`src/rtl/uart_tx_arbiter_if.sv`:
```
// Signal bundle between the requesters / uart_tx side and uart_tx_arbiter.
// Requesters and the transmitter sit on the master side; the arbiter is the slave.
interface uart_tx_arbiter_if #(
  parameter int unsigned N_REQ = 4
);
  logic [N_REQ-1:0]   i_req;
  logic [8*N_REQ-1:0] i_data;
  logic [N_REQ-1:0]   i_last;
  logic [N_REQ-1:0]   o_ack;
  logic [N_REQ-1:0]   o_grant;
  logic [7:0]         o_tx_data;
  logic               o_tx_start;
  logic               i_tx_busy;
  logic               o_active;
  logic               o_timeout;

  modport master (
    output i_req, i_data, i_last, i_tx_busy,
    input  o_ack, o_grant, o_tx_data, o_tx_start, o_active, o_timeout
  );

  modport slave (
    input  i_req, i_data, i_last, i_tx_busy,
    output o_ack, o_grant, o_tx_data, o_tx_start, o_active, o_timeout
  );
endinterface

```
`src/rtl/uart_tx_arbiter.sv`:
```
// Packet-granular round-robin arbiter sharing one uart_tx among N_REQ byte streams,
// sequencing the tx_start/tx_busy handshake and flagging a transmitter that never starts.
module uart_tx_arbiter #(
  parameter int unsigned N_REQ         = 4,
  parameter int unsigned START_TIMEOUT = 8
) (
  input logic              i_Clk,
  input logic              rst,
  uart_tx_arbiter_if.slave bus
);

  localparam int unsigned PW = (N_REQ > 1) ? $clog2(N_REQ) : 1;
  localparam int unsigned CW = $clog2(START_TIMEOUT + 1);

  typedef enum logic [2:0] {
    IDLE      = 3'd0,
    LOAD      = 3'd1,
    START     = 3'd2,
    WAIT_BUSY = 3'd3,
    WAIT_DONE = 3'd4
  } state_t;

  state_t           state, state_n;
  logic [PW-1:0]    ptr, ptr_n;
  logic [PW-1:0]    owner, owner_n, owner_inc;
  logic [N_REQ-1:0] grant_q, grant_n;
  logic [N_REQ-1:0] ack_q, ack_n;
  logic [7:0]       tx_data_q, tx_data_n;
  logic             tx_start_q, tx_start_n;
  logic             active_q, active_n;
  logic             timeout_q, timeout_n;
  logic             last_q, last_n;
  logic [CW-1:0]    cnt, cnt_n;
  logic             byte_done;

  logic             pick_found;
  logic [PW-1:0]    pick, idx;
  logic [7:0]       sel_data;
  logic             sel_last, sel_req;

  assign owner_inc = (owner == PW'(N_REQ - 1)) ? '0 : owner + 1'b1;

  // Search upward from ptr with explicit wrap so non-power-of-two N_REQ works.
  always_comb begin
    pick_found = 1'b0;
    pick       = '0;
    idx        = ptr;
    for (int unsigned i = 0; i < N_REQ; i++) begin
      if (!pick_found && bus.i_req[idx]) begin
        pick_found = 1'b1;
        pick       = idx;
      end
      idx = (idx == PW'(N_REQ - 1)) ? '0 : idx + 1'b1;
    end
  end

  always_comb begin
    sel_data = '0;
    sel_last = 1'b0;
    sel_req  = 1'b0;
    for (int unsigned r = 0; r < N_REQ; r++) begin
      if (owner == PW'(r)) begin
        sel_data = bus.i_data[8*r +: 8];
        sel_last = bus.i_last[r];
        sel_req  = bus.i_req[r];
      end
    end
  end

  always_comb begin
    state_n    = state;
    ptr_n      = ptr;
    owner_n    = owner;
    grant_n    = grant_q;
    ack_n      = '0;
    tx_data_n  = tx_data_q;
    tx_start_n = 1'b0;
    timeout_n  = timeout_q;
    last_n     = last_q;
    cnt_n      = cnt;
    byte_done  = 1'b0;

    case (state)
      IDLE: begin
        if (pick_found) begin
          owner_n = pick;
          grant_n = {{(N_REQ-1){1'b0}}, 1'b1} << pick;
          state_n = LOAD;
        end
      end
      LOAD: begin
        if (sel_req) begin
          tx_data_n = sel_data;
          last_n    = sel_last;
          ack_n     = grant_q;
          state_n   = START;
        end else begin
          grant_n = '0;
          ptr_n   = owner_inc;
          state_n = IDLE;
        end
      end
      START: begin
        if (!bus.i_tx_busy) begin
          tx_start_n = 1'b1;
          cnt_n      = '0;
          state_n    = WAIT_BUSY;
        end
      end
      WAIT_BUSY: begin
        if (bus.i_tx_busy) begin
          state_n = WAIT_DONE;
        end else begin
          cnt_n = cnt + 1'b1;
          if (cnt_n == CW'(START_TIMEOUT)) begin
            timeout_n = 1'b1;
            byte_done = 1'b1;
          end
        end
      end
      WAIT_DONE: begin
        if (!bus.i_tx_busy) byte_done = 1'b1;
      end
      default: begin
        grant_n = '0;
        state_n = IDLE;
      end
    endcase

    // A timed-out byte takes the same exit as a normally completed one.
    if (byte_done) begin
      if (last_q) begin
        grant_n = '0;
        ptr_n   = owner_inc;
        state_n = IDLE;
      end else begin
        state_n = LOAD;
      end
    end

    active_n = (state_n != IDLE);
  end

  always_ff @(posedge i_Clk) begin
    if (rst) begin
      state      <= IDLE;
      ptr        <= '0;
      owner      <= '0;
      grant_q    <= '0;
      ack_q      <= '0;
      tx_data_q  <= '0;
      tx_start_q <= 1'b0;
      active_q   <= 1'b0;
      timeout_q  <= 1'b0;
      last_q     <= 1'b0;
      cnt        <= '0;
    end else begin
      state      <= state_n;
      ptr        <= ptr_n;
      owner      <= owner_n;
      grant_q    <= grant_n;
      ack_q      <= ack_n;
      tx_data_q  <= tx_data_n;
      tx_start_q <= tx_start_n;
      active_q   <= active_n;
      timeout_q  <= timeout_n;
      last_q     <= last_n;
      cnt        <= cnt_n;
    end
  end

  assign bus.o_grant    = grant_q;
  assign bus.o_ack      = ack_q;
  assign bus.o_tx_data  = tx_data_q;
  assign bus.o_tx_start = tx_start_q;
  assign bus.o_active   = active_q;
  assign bus.o_timeout  = timeout_q;

endmodule

```
`src/flat_wrapper.sv`:
```
// flat-port wrapper written by rule: the top's interface ports become plain ports
module uart_tx_arbiter_flat 
#(
  parameter int unsigned N_REQ         = 4,
  parameter int unsigned START_TIMEOUT = 8
)
  (i_Clk, rst, bus_i_req, bus_i_data, bus_i_last, bus_i_tx_busy, bus_o_ack, bus_o_grant, bus_o_tx_data, bus_o_tx_start, bus_o_active, bus_o_timeout);
  uart_tx_arbiter_if #(.N_REQ(N_REQ)) bus_i ();
  input logic i_Clk;
  input logic rst;
  input wire logic [$bits(bus_i.i_req)-1:0] bus_i_req;
  input wire logic [$bits(bus_i.i_data)-1:0] bus_i_data;
  input wire logic [$bits(bus_i.i_last)-1:0] bus_i_last;
  input wire logic [$bits(bus_i.i_tx_busy)-1:0] bus_i_tx_busy;
  output wire logic [$bits(bus_i.o_ack)-1:0] bus_o_ack;
  output wire logic [$bits(bus_i.o_grant)-1:0] bus_o_grant;
  output wire logic [$bits(bus_i.o_tx_data)-1:0] bus_o_tx_data;
  output wire logic [$bits(bus_i.o_tx_start)-1:0] bus_o_tx_start;
  output wire logic [$bits(bus_i.o_active)-1:0] bus_o_active;
  output wire logic [$bits(bus_i.o_timeout)-1:0] bus_o_timeout;
  assign bus_i.i_req = bus_i_req;
  assign bus_i.i_data = bus_i_data;
  assign bus_i.i_last = bus_i_last;
  assign bus_i.i_tx_busy = bus_i_tx_busy;
  assign bus_o_ack = bus_i.o_ack;
  assign bus_o_grant = bus_i.o_grant;
  assign bus_o_tx_data = bus_i.o_tx_data;
  assign bus_o_tx_start = bus_i.o_tx_start;
  assign bus_o_active = bus_i.o_active;
  assign bus_o_timeout = bus_i.o_timeout;
  uart_tx_arbiter #(.N_REQ(N_REQ), .START_TIMEOUT(START_TIMEOUT)) u_core (.i_Clk(i_Clk), .rst(rst), .bus(bus_i));
endmodule
```
`config.mk`:
```
export PLATFORM = sky130hd
export DESIGN_NAME = uart_tx_arbiter_flat
export DESIGN_NICKNAME = d
export VERILOG_FILES = /design/src/rtl/uart_tx_arbiter_if.sv /design/src/rtl/uart_tx_arbiter.sv /design/src/flat_wrapper.sv
export SDC_FILE = /design/constraint.sdc
export NUM_CORES = 1
export LEC_CHECK = 0
export BUFFER_PORTS_ARGS = -buffer_cell sky130_fd_sc_hd__clkbuf_2
export CAP_MARGIN = 5
export CORE_MARGIN = 1.5
export CORE_UTILIZATION = 47
export CTS_CLUSTER_SIZE = 40
export DETAILED_ROUTE_END_ITERATION = 16
export PLACE_DENSITY = 0.88
export SYNTH_ARGS = -nofsm -noshare
export SYNTH_HDL_FRONTEND = slang
export SYNTH_SLANG_ARGS = --single-unit
```
`constraint.sdc`:
```
create_clock -name i_Clk -period 2.24 [get_ports i_Clk]
set_input_delay 0.112 -clock i_Clk [delete_from_list [all_inputs] [get_ports i_Clk]]
set_output_delay 0.112 -clock i_Clk [all_outputs]
set_load 0.01 [all_outputs]
```
Word-level counts from Yosys, hierarchy flattened
Cells that the tools add are included.
{"block": "word_totals", "in_bits": 43, "elab_cells": 109, "mem_bits_rw": 0, "memories": 0, "regBits": 31, "output_inout_bits": 19, "latch_bits": 0, "romBits": 0}
{"block": "classes", "shift": 1, "order_cmp": 4, "n_bitwise": 3, "mul": 0, "mux": 55, "addsub": 5, "n_eq_ne": 13, "n_div": 0, "n_reduce_logical": 17}
{"op": "two-way mux 8 bit", "n": 4}
{"op": "two-way mux 2 bit", "n": 13}
{"op": "two-way mux 4 bit", "n": 6}
{"op": "two-way mux 1 bit", "n": 20}
{"op": "one-hot mux 3 bit (5 select lines)", "n": 1}
{"op": "< comparator 2 x 3 -> 1 bit, second input constant", "n": 4}
{"op": "two-way mux 3 bit", "n": 4}
{"op": "one-hot mux 4 bit (3 select lines)", "n": 1}
{"op": "== test 2 bit, second input constant", "n": 5}
{"op": "adder 2 x 1 -> 2 bit, second input constant", "n": 4}
{"op": "binary-select mux 1 bit (select 2 bit)", "n": 4}
{"op": "one-hot mux 4 bit (2 select lines)", "n": 1}
{"op": "== test 3 x 2 -> 1 bit, second input constant", "n": 2}
{"op": "AND reduction 3 bit", "n": 2}
{"op": "adder 4 x 1 -> 4 bit, second input constant", "n": 1}
{"op": "== test 4 bit, second input constant", "n": 1}
{"op": "inequality test 2 bit, second input constant", "n": 2}
{"op": "AND reduction 2 bit", "n": 2}
{"op": "OR reduction 2 bit", "n": 2}
{"op": "left shift 1 x 2 -> 4 bit, first input constant", "n": 1}
{"op": "== test 3 x 1 -> 1 bit, second input constant", "n": 1}
{"op": "== test 3 bit, second input constant", "n": 1}
{"op": "logical AND 1 bit", "n": 3}
{"op": "logical NOT 1 bit", "n": 3}
{"op": "8 further kinds", "n": 10}

Logic depth before layout (Yosys ltp)
Gate-level depths: netlist of run 1.
{"block": "depth", "ltp_word": 17, "mapped_depth": 9, "mapped_depth_nobuf": 8}

Least setup slack after synthesis of run 1
No wires, ideal clock.
{"block": "synth_path", "path_type": "register to register", "startpoint": "reg u_core.ptr[0]", "endpoint": "reg u_core.grant_q[2] (netlist: u_core.bus.o_grant[2])", "setup_time_ps": 75, "setup_slack_ps": 75, "arrival_time_ps": 2090, "t_required_ps": 2165, "n_path_buf": 1, "stages_incl_launch_ff": 9, "period_less_slack_ps": 2165, "cell_sequence": "dfxtp_1 > ha_1 > buf_2 > or3_1 > a2111oi_2 > o22ai_1 > a21boi_4 > nand2b_4 > o22ai_1"}
{"block": "synth_via", "elab_chain_cells": 17, "elab_cells_between_ends": 36, "classes_between": "add/sub: 3; eq/ne: 3; shift: 1; mux: 23; reduce/logical: 6"}
{"item": "start: declaration", "line_no": "uart_tx_arbiter.sv:24", "text": "logic [PW-1:0] ptr, ptr_n;"}
{"item": "start signal: assignment", "line_no": "uart_tx_arbiter.sv:159", "text": "ptr <= ptr_n;"}
{"item": "branches (longest 13 deep; another with adder 2 x 1 -> 2 bit)"}
{"item": "two-way mux 4 bit (*)", "line_no": "uart_tx_arbiter.sv:85", "text": "if (pick_found) begin"}
{"item": "one-hot mux 4 bit (3 select lines) (*)", "line_no": "uart_tx_arbiter.sv:83", "text": "case (state)"}
{"item": "two-way mux 4 bit", "line_no": "uart_tx_arbiter.sv:132", "text": "if (last_q) begin"}
{"item": "two-way mux 4 bit (*)", "line_no": "uart_tx_arbiter.sv:131", "text": "if (byte_done) begin"}
{"item": "end signal: assignment", "line_no": "uart_tx_arbiter.sv:161", "text": "grant_q <= grant_n;"}
{"item": "end: declaration", "line_no": "uart_tx_arbiter.sv:26", "text": "logic [N_REQ-1:0] grant_q, grant_n;"}
Mark *: on every way between the ends. The select of a mux whose other input is x is not followed.
A chain may end at the register's enable or synchronous reset.

Worst setup path after layout of run 1
Ends and elaborated chain as after synthesis.

==> qor.yml, run 1 <==
synthArstFlopShare: 0
wl_um: 5360
insertion_delay_ns: 0.29
r2r_end: "u_core.bus.o_grant[2]$_SDFF_PP0_"
rows: 23
hold_viol: 0
rrSetupSlack_ns: 0.02
fin_ws_ns: 0.0246
rsz0062_at_grt: "true"
slew_viol_final: 0
hp-class: "in2reg"
ys_top_cells_by_area: "dfxtp_1, mux2i_1, nor2_1"
cts_made_buffers: 5
setup_viol: 0
post-route-min-period_ns: 2.22
num-fill-cells: 326
synthesis.area_um2: 2060
syn_avg_cell_area_um2: 8.75
wl_per_cell_um: 15.2
wl_met3_um: 369
start_util: 0.500
top_layer: "met4"
fin_crit_sh: 0.989
grt_pass1_vias: 1846
r2r-start: "u_core.ptr[0]$_SDFF_PP0_"
cts_tree: "yes"
synth_cells: 235
cts.path.max_buffers: 2
path_class: "reg2reg"
final_cell_mix: "clkbuf_2, dfxtp_1, nor2_1"
grt_first_pass_wirelength_um: 8340
synth_top_area_frac: 0.302
start_kind: "flip-flop"
ys_seq_area_frac: 0.302
dr_wl_met2_um: 2750
synth_top_area_cell: "dfxtp_1"
antenna_found_initial: 0
syn_nets: 285
drive_above_1_share: 0.381
yosys_most_used_dff: "dfxtp_1"
clock_skew_ns: 0.00529
dp.cells: 340
ys_ff_latch: 31
synth_cell_types: 54
die_h_um: 69.2
place_ws_ns: -0.150
critPathRequiredTime_ns: 2.46
max_slew_margin: 0.505
clock.fmax_ghz: 0.451
timing.setup.tns_ns: 0
yosys_warnings: 0
clock-sinks: 31
diodes: 0
whs_path_depth: 3
endpoint_kind: "flip-flop"
first_iter_violations: 127
htreeDepth: 2
gp_congestion: 0.924
synth_edf_count: 0
core_um2: 4120
track_usage: 0.213
vias: 2073
peakVddDrop_mv: 0.629
ioPinCount: 62
min_to: "u_core.bus.o_tx_data[5]$_SDFFE_PP0P_"
dp_hpwl_um: 3750
drc: 0
min_from: "bus_i_data[29]"
nets: 351
viasPerCell: 5.89
critPathArrivalTime_ns: 2.43
io_buffer_count: 61
drt-pass1-iter-count: 4
syn2layout_area_growth_pct: 28.4
regArea_um2: 624
fp.dieArea_um2: 4780
postRouteAntennaNets: 0
worst_pin_slew_ns: 0.741
grt_overflow: 0
finalNonFillerCells: 352
max_cap_violations: 0
grt_max_degree: 28
rr_worst_depth: 7
wl_met1_um: 2100
final_common_cell: "clkbuf_2"
cellPowerDensity_nw_per_um2: 1350
cts_root_buf: "clkbuf_8"
clkTransAtPathRegs_ns: 0.06
cts_hold_buf: 0
path_max_fanout: 6
die_w_um: 69.2
status: "complete, no violations"
multi_input_area_um2: 1370
p_leak_nw: 1.10
layout make-up:
class	instances	share of cell area
clock inverters	2	0.0133
repair buffers	78	0.165
well taps	50	0.0237
clock buffers	6	0.0313
flip-flops and latches	31	0.236
inverters	9	0.0128
multi-input cells	176	0.517
timing repair:
action / in CTS / in global routing
pin swaps: 0 / 5
resized for setup: 5 / 12
setup buffers: 2 / 2
setup endpoints to repair: 19 / 9
flip-flops by register name, summed over array words and instances, names as in the netlist:
name	flops
u_core.bus.o_ack	4
u_core.bus.o_active	1
u_core.bus.o_grant	4
u_core.bus.o_timeout	1
u_core.bus.o_tx_data	8
u_core.bus.o_tx_start	1
u_core.cnt	4
u_core.last_q	1
u_core.owner	2
u_core.ptr	2
u_core.state	3
power breakdown:
part	total [mW]	switching, mW	internal [mW]
sequential	0.808	0.110	0.698
clock	0.564	0.204	0.359
combinational	2.19	1.17	1.02
metrics by stage:
step / hold slack [ns] / power [mW] / util / cell area, um2
floorplan: 0.277 / 2.22 / - / 2060
global placement: 0.423 / 2.64 / 0.582 / 2390
detailed placement: 0.436 / 2.71 / 0.582 / 2390
CTS: 0.135 / 3.37 / 0.622 / 2560
global route: 0.161 / 3.82 / 0.642 / 2640
finish: 0.156 / 3.56 / 0.642 / 2640
worst max-delay path, cell delays in order (launching register included):
cell and delay (ns):
dfxtp_2 0.33, ha_4 0.30, mux4_2 0.57, buf_4 0.17, nor3_1 0.35, a21boi_4 0.12
nand2b_4 0.15, o22ai_1 0.16
logic make-up after synthesis:
logic type,count (synthesis),share of synthesized area
simple gates,85,0.228
compound gates,67,0.249
flops,31,0.302
buf+inv,28,0.0815
mux,15,0.0888
fa+ha+maj,7,0.0426
xor+xnor,2,0.00852
synthesized netlist by cell type, types with 4 or more instances:
master	n
nor2b_1	9
clkbuf_1	9
buf_6	5
mux2i_1	10
nor3b_1	6
a21oi_1	17
nor3_1	15
o22ai_1	4
a211oi_1	11
ha_1	7
a221oi_1	9
nand3_1	5
inv_1	9
dfxtp_1	31
nor2_1	25
nand2_1	7
how the worst max path moves through the flow:
stage                                  from                                   end  cells after the start
6_report           u_core.ptr[0]$_SDFF_PP0_      u_core.bus.o_grant[2]$_SDFF_PP0_                      7
5_1_grt            u_core.ptr[0]$_SDFF_PP0_          u_core.owner[1]$_SDFFE_PP0P_                      7
4_1_cts            u_core.ptr[1]$_SDFF_PP0_      u_core.bus.o_grant[2]$_SDFF_PP0_                      7
3_5_place_dp   u_core.owner[0]$_SDFFE_PP0P_  u_core.bus.o_tx_data[1]$_SDFFE_PP0P_                      7
3_3_place_gp   u_core.owner[0]$_SDFFE_PP0P_  u_core.bus.o_tx_data[6]$_SDFFE_PP0P_                      7
2_1_floorplan      u_core.ptr[0]$_SDFF_PP0_      u_core.bus.o_grant[2]$_SDFF_PP0_                      8
per-layer routing:
layer	vias to the layer above	global-route usage
met5	-	0
met2	94	0.384
met3	15	0.0453
met4	0	0.0806
li1	1009	-
met1	955	0.246
(Power assumes the default switching activity.)
==> run 2, diff against run 1 <==
--- a/config.mk
+++ b/config.mk
@@ -11,6 +11,7 @@
 export CORE_UTILIZATION = 47
 export CTS_CLUSTER_SIZE = 40
 export DETAILED_ROUTE_END_ITERATION = 16
+export GPL_TIMING_DRIVEN = 0
 export PLACE_DENSITY = 0.88
 export SYNTH_ARGS = -nofsm -noshare
 export SYNTH_HDL_FRONTEND = slang
==> qor.yml, run 2 (synthesis gave the netlist of run 1 again) <==
slew_viol_final: 0  # unchanged
cts_root_buf: "clkbuf_8"
final_core_util: 0.645  # +0.00274
final_cell_mix: "clkbuf_2, dfxtp_1, nor2_1"
r2r-start: "u_core.ptr[0]$_SDFF_PP0_"
status: "finished, violations left"
clock-sinks: 31  # unchanged
wl_per_cell_um: 16.5  # +8.2%
hp-class: "in2reg"
fp.dieArea_um2: 4780  # unchanged
critPathArrivalTime_ns: 2.46  # +0.03 ns
cellPowerDensity_nw_per_um2: 1300  # -3.8%
final_area_um2: 2650  # +0.43%
combPwrFrac: 0.638  # +0.023
critPathLaunch: "u_core.ptr[0]$_SDFF_PP0_"
cts_made_buffers: 5  # unchanged
hold_viol: 0  # unchanged
path_max_fanout: 5  # -1
setup_viol: 1  # +1
vias: 2167  # +4.5%
viasPerCell: 6.14  # +4.2%
worst_pin_slew_ns: 0.938  # +0.198 ns
crit_chain: "ha_4, mux4_2, buf_4, nand2b_1, a21oi_1, a31oi_2, buf_4, o22ai_1"
peakVddDrop_mv: 0.767  # +22%
cts.path.max_buffers: 2  # unchanged
path_class: "reg2reg"
insertion_delay_ns: 0.28  # about the same
grt_pass1_vias: 1960  # +6.2%
rsz0062_at_grt: "true"
largest_register_ffs: 8  # unchanged
drt-pass1-iter-count: 9  # +5
fin_crit_sh: 1.01  # +0.0182
nets: 353  # +0.57%
start_util: 0.500  # unchanged
timing.setup.tns_ns: -0.0161  # -0.0161 ns
fin_ws_ns: -0.0161  # -0.0407 ns
gp_congestion: 0.880  # -4.7%
regArea_um2: 627  # +0.40%
endpoint_kind: "flip-flop"
num-fill-cells: 338  # +3.7%
grt_max_degree: 11  # -61%
core_um2: 4120  # unchanged
track_usage: 0.230  # +0.0167
antenna_found_initial: 0  # unchanged
max_slew_margin: 0.369  # -0.136
hold_slack_ns: 0.0837  # -0.0720 ns
cp_slowest_stage_delay_ns: 0.54  # -0.03 ns
critPathTopFamily: "multiplexers"
ioPinCount: 62  # unchanged
final_common_cell: "clkbuf_2"
grt_overflow: 0  # unchanged
postRouteAntennaNets: 0  # unchanged
clock_skew_ns: 0.00422  # -0.00107 ns
min_from: "rst"
place_ws_ns: -0.141  # +0.00880 ns
post-route-min-period_ns: 2.26  # +0.0407 ns
critical_path_buf_inv_count: 2  # +1
p_seq_frac: 0.236  # +0.009
start_kind: "flip-flop"
wl_um: 5810  # +8.5%
io_buffer_count: 58  # -4.9%
htreeDepth: 2  # unchanged
drive_above_1_share: 0.373  # -0.00786
rows: 23  # unchanged
first_iter_violations: 184  # +45%
crit_top_cell: "buf_4"
multi_input_area_um2: 1390  # +1.5%
p_int_mw: 1.92  # -7.5%
drc: 0  # unchanged
syn2layout_area_growth_pct: 29.0
die_h_um: 69.2  # unchanged
place_area_um2: 2410  # +0.68%
cts_hold_buf: 0  # unchanged
violations: "setup timing"
cts_tree: "yes"
p_sw_frac: 0.441  # +0.0246
clkTransAtPathRegs_ns: 0.06  # about the same
clock.fmax_ghz: 0.443  # -1.8%
p_sw_mw: 1.52  # +2.3%
max_cap_violations: 0  # unchanged
critPathRequiredTime_ns: 2.44  # -0.02 ns
clkPwrFrac: 0.126  # -0.032
die_w_um: 69.2  # unchanged
p_leak_nw: 1.08  # -1.7%
crit_slowest_cell: "mux4_2"
dp_hpwl_um: 3870  # +3.4%
grt_first_pass_wirelength_um: 9010  # +8.0%
diodes: 0  # unchanged
==> run 2: cell count changes in the layout (fill, tap and decap cells not counted), sizes merged <==
cell / delta
buf: -6
bufinv: -1
clkbuf: +8
==> run 2: repair_timing <==
item	4_1_cts	5_1_grt
buffers inserted	2	1
setup endpoints to repair	15	22
pin swaps	3	7
gates resized for setup	7	22
==> run 2: power groups by stage <==
stage | registers (mW) | clock network, mW | logic [mW]
final | 0.812 | 0.432 | 2.20
after global routing | 0.823 | 0.463 | 2.39
after CTS | 0.801 | 0.438 | 1.95
after detailed placement | 0.803 | 0 | 1.86
after global placement | 0.795 | 0 | 1.80
after floorplan | 0.826 | 0 | 1.39
==> run 2: final timing paths <==
check                                      endpoint  slack, ns  cells after the start
setup / recovery   u_core.bus.o_grant[2]$_SDFF_PP0_      -0.02                      8
hold / removal           u_core.state[2]$_SDFF_PP0_       0.08                      2
setup reg to reg   u_core.bus.o_grant[2]$_SDFF_PP0_      -0.02                      8
hold reg to reg   u_core.bus.o_timeout$_SDFFE_PP0P_       0.47                      2
==> run 2: per-layer routing <==
metal / routed length (um) / track usage / up-vias
li1: - / - / 1011
met1: 2270 / 0.273 / 1000
met2: 2920 / 0.386 / 124
met3: 446 / 0.0599 / 32
met4: 176 / 0.109 / 0
met5: 0 / 0 / -
==> run 2: layout make-up <==
cell class,count,share of cell area
plain buffers,19,0.0538
clock buffers,6,0.0311
clock inverters,1,0.00189
inverters,9,0.0127
multi-input cells,176,0.523
flip-flops and latches,31,0.236
well taps,50,0.0236
repair buffers,61,0.118
==> run 2: through the flow <==
stage	std cells	power, mW
2_1_floorplan	235	2.22
3_3_place_gp	343	2.60
5_1_grt	353	3.67
3_5_place_dp	343	2.66
6_report	353	3.44
4_1_cts	352	3.19
==> run 3, diff against run 2 <==
--- a/config.mk
+++ b/config.mk
@@ -13,6 +13,7 @@
 export DETAILED_ROUTE_END_ITERATION = 16
 export GPL_TIMING_DRIVEN = 0
 export PLACE_DENSITY = 0.88
+export RECOVER_POWER = 50
 export SYNTH_ARGS = -nofsm -noshare
 export SYNTH_HDL_FRONTEND = slang
 export SYNTH_SLANG_ARGS = --single-unit
==> qor.yml, run 3 (synthesis gave the netlist of run 1 again) <==
io_buffer_count: 58  # unchanged
cts.path.max_buffers: 2  # unchanged
path_max_fanout: 5  # unchanged
die_w_um: 69.2  # unchanged
crit_slowest_cell: "mux4_2"
drive_above_1_share: 0.310  # -0.0627
start_util: 0.500  # unchanged
rsz0062_at_grt: "true"
grt_max_degree: 11  # unchanged
viasPerCell: 6.18  # +0.65%
largest_register_ffs: 8  # unchanged
worst_pin_slew_ns: 0.936  # -0.00198 ns
final_common_cell: "clkbuf_2"
insertion_delay_ns: 0.28  # about the same
rr_worst_depth: 8  # unchanged
clkTransAtPathRegs_ns: 0.06  # about the same
hp-class: "in2reg"
max_slew_margin: 0.370  # +0.00134
start_kind: "flip-flop"
wl_um: 5790  # -0.26%
dp.cells: 343  # unchanged
place_ws_ns: -0.141  # unchanged
peakVddDrop_mv: 0.762  # -0.66%
wl_per_cell_um: 16.4  # -0.26%
cts_tree: "yes"
diodes: 0  # unchanged
violations: "setup timing"
rows: 23  # unchanged
ioPinCount: 62  # unchanged
finalNonFillerCells: 353  # unchanged
core_um2: 4120  # unchanged
grt_overflow: 0  # unchanged
slew_viol_final: 0  # unchanged
die_h_um: 69.2  # unchanged
path_class: "reg2reg"
fin_ws_ns: -0.00227  # +0.0138 ns
status: "finished, violations left"
whs_path_depth: 2  # unchanged
clock_skew_ns: 0.00351  # -0.000708 ns
vias: 2181  # +0.65%
crit_chain: "ha_4, mux4_2, buf_4, nand2b_1, a21oi_1, a31oi_2, buf_4, o22ai_1"
cts_root_buf: "clkbuf_8"
cp_slowest_stage_delay_ns: 0.54  # about the same
antenna_found_initial: 0  # unchanged
fp.dieArea_um2: 4780  # unchanged
crit_top_cell: "buf_4"
grt_pass1_vias: 1960  # unchanged
post-route-min-period_ns: 2.24  # -0.0138 ns
drt-pass1-iter-count: 5  # -4
gp_congestion: 0.880  # unchanged
postRouteAntennaNets: 0  # unchanged
track_usage: 0.230  # unchanged
critPathRequiredTime_ns: 2.44  # about the same
cts_made_buffers: 5  # unchanged
fin_crit_sh: 1.00  # -0.00618
nets: 353  # unchanged
cts_hold_buf: 0  # unchanged
max_cap_violations: 0  # unchanged
endpoint_kind: "flip-flop"
setup_viol: 2  # +1
cellPowerDensity_nw_per_um2: 1300  # +0.24%
final_cell_mix: "clkbuf_2, dfxtp_1, clkbuf_1"
p_leak_nw: 1.02  # -6.0%
drc: 0  # unchanged
critPathArrivalTime_ns: 2.44  # -0.02 ns
clock.fmax_ghz: 0.446  # +0.62%
hold_viol: 0  # unchanged
syn2layout_area_growth_pct: 27.8
dp_hpwl_um: 3870  # unchanged
clock-sinks: 31  # unchanged
grt_first_pass_wirelength_um: 9010  # unchanged
first_iter_violations: 159  # -14%
htreeDepth: 2  # unchanged
-- run 3: cell counts in the layout (fill, tap and decap cells not counted) --
No cell type changed its count.
-- run 3: worst paths after layout --
| kind | startpoint | end | slack [ns] |
|---|---|---|---|
| worst max-delay path | u_core.ptr[0]$_SDFF_PP0_ | u_core.bus.o_grant[2]$_SDFF_PP0_ | -0.002 |
| worst min-delay path | rst | u_core.state[2]$_SDFF_PP0_ | 0.08 |
| worst max register to register | u_core.ptr[0]$_SDFF_PP0_ | u_core.bus.o_grant[2]$_SDFF_PP0_ | -0.002 |
| worst min register to register | u_core.bus.o_timeout$_SDFFE_PP0P_ | u_core.bus.o_timeout$_SDFFE_PP0P_ | 0.47 |
-- run 3: metrics by stage --
stage | power, mW | hold slack, ns | instance area [um2] | setup TNS, ns | util
finish | 3.42 | 0.0783 | 2630 | -0.00308 | 0.639
CTS | 3.19 | 0.0744 | 2550 | 0 | 0.619
global placement | 2.60 | 0.365 | 2410 | -0.177 | 0.586
floorplan | 2.22 | 0.277 | 2060 | 0 | -
detailed placement | 2.66 | 0.367 | 2410 | -0.589 | 0.586
global route | 3.65 | 0.0796 | 2630 | -0.236 | 0.639
-- run 3: final cells by class --
class                   count  area [um2]
multi-input cells         176        1390
plain buffers              19         143
clock inverters             1        5.00
well taps                  50        62.6
inverters                   9        33.8
clock buffers               6        82.6
flip-flops and latches     31         627
fillers                   344        1490
repair buffers             61         289
-- run 3: per-layer routing --
metal	vias to the layer above	track usage	part of all wire
met5	-	0	0
met3	35	0.0599	0.069
met2	129	0.386	0.50
met4	0	0.109	0.037
li1	1012	-	-
met1	1005	0.273	0.40
-- run 3: repair_timing --
item                       in CTS  in global routing
gates resized for setup         7                 22
setup buffers                   2                  1
setup endpoints to repair      15                 22
pin swaps                       3                  7
cloned                          0                  0
-- run 3: worst max-delay path, delay by kind of cell (launching register included) --
family                     cells  cell delay [ns]
buffers and inverters          2             0.35
AOI/OAI and AO/OA              3             0.48
and+or+nand+nor                1             0.14
DFF                            1             0.36
muxes                          1             0.54
adders and majority gates      1             0.28
-- run 3: power breakdown --
| group | total, mW | internal [mW] | switching [mW] |
|---|---|---|---|
| Clock | 0.434 | 0.240 | 0.194 |
| Sequential | 0.809 | 0.700 | 0.108 |
| Combinational | 2.18 | 0.963 | 1.21 |
| Total | 3.42 | 1.90 | 1.52 |
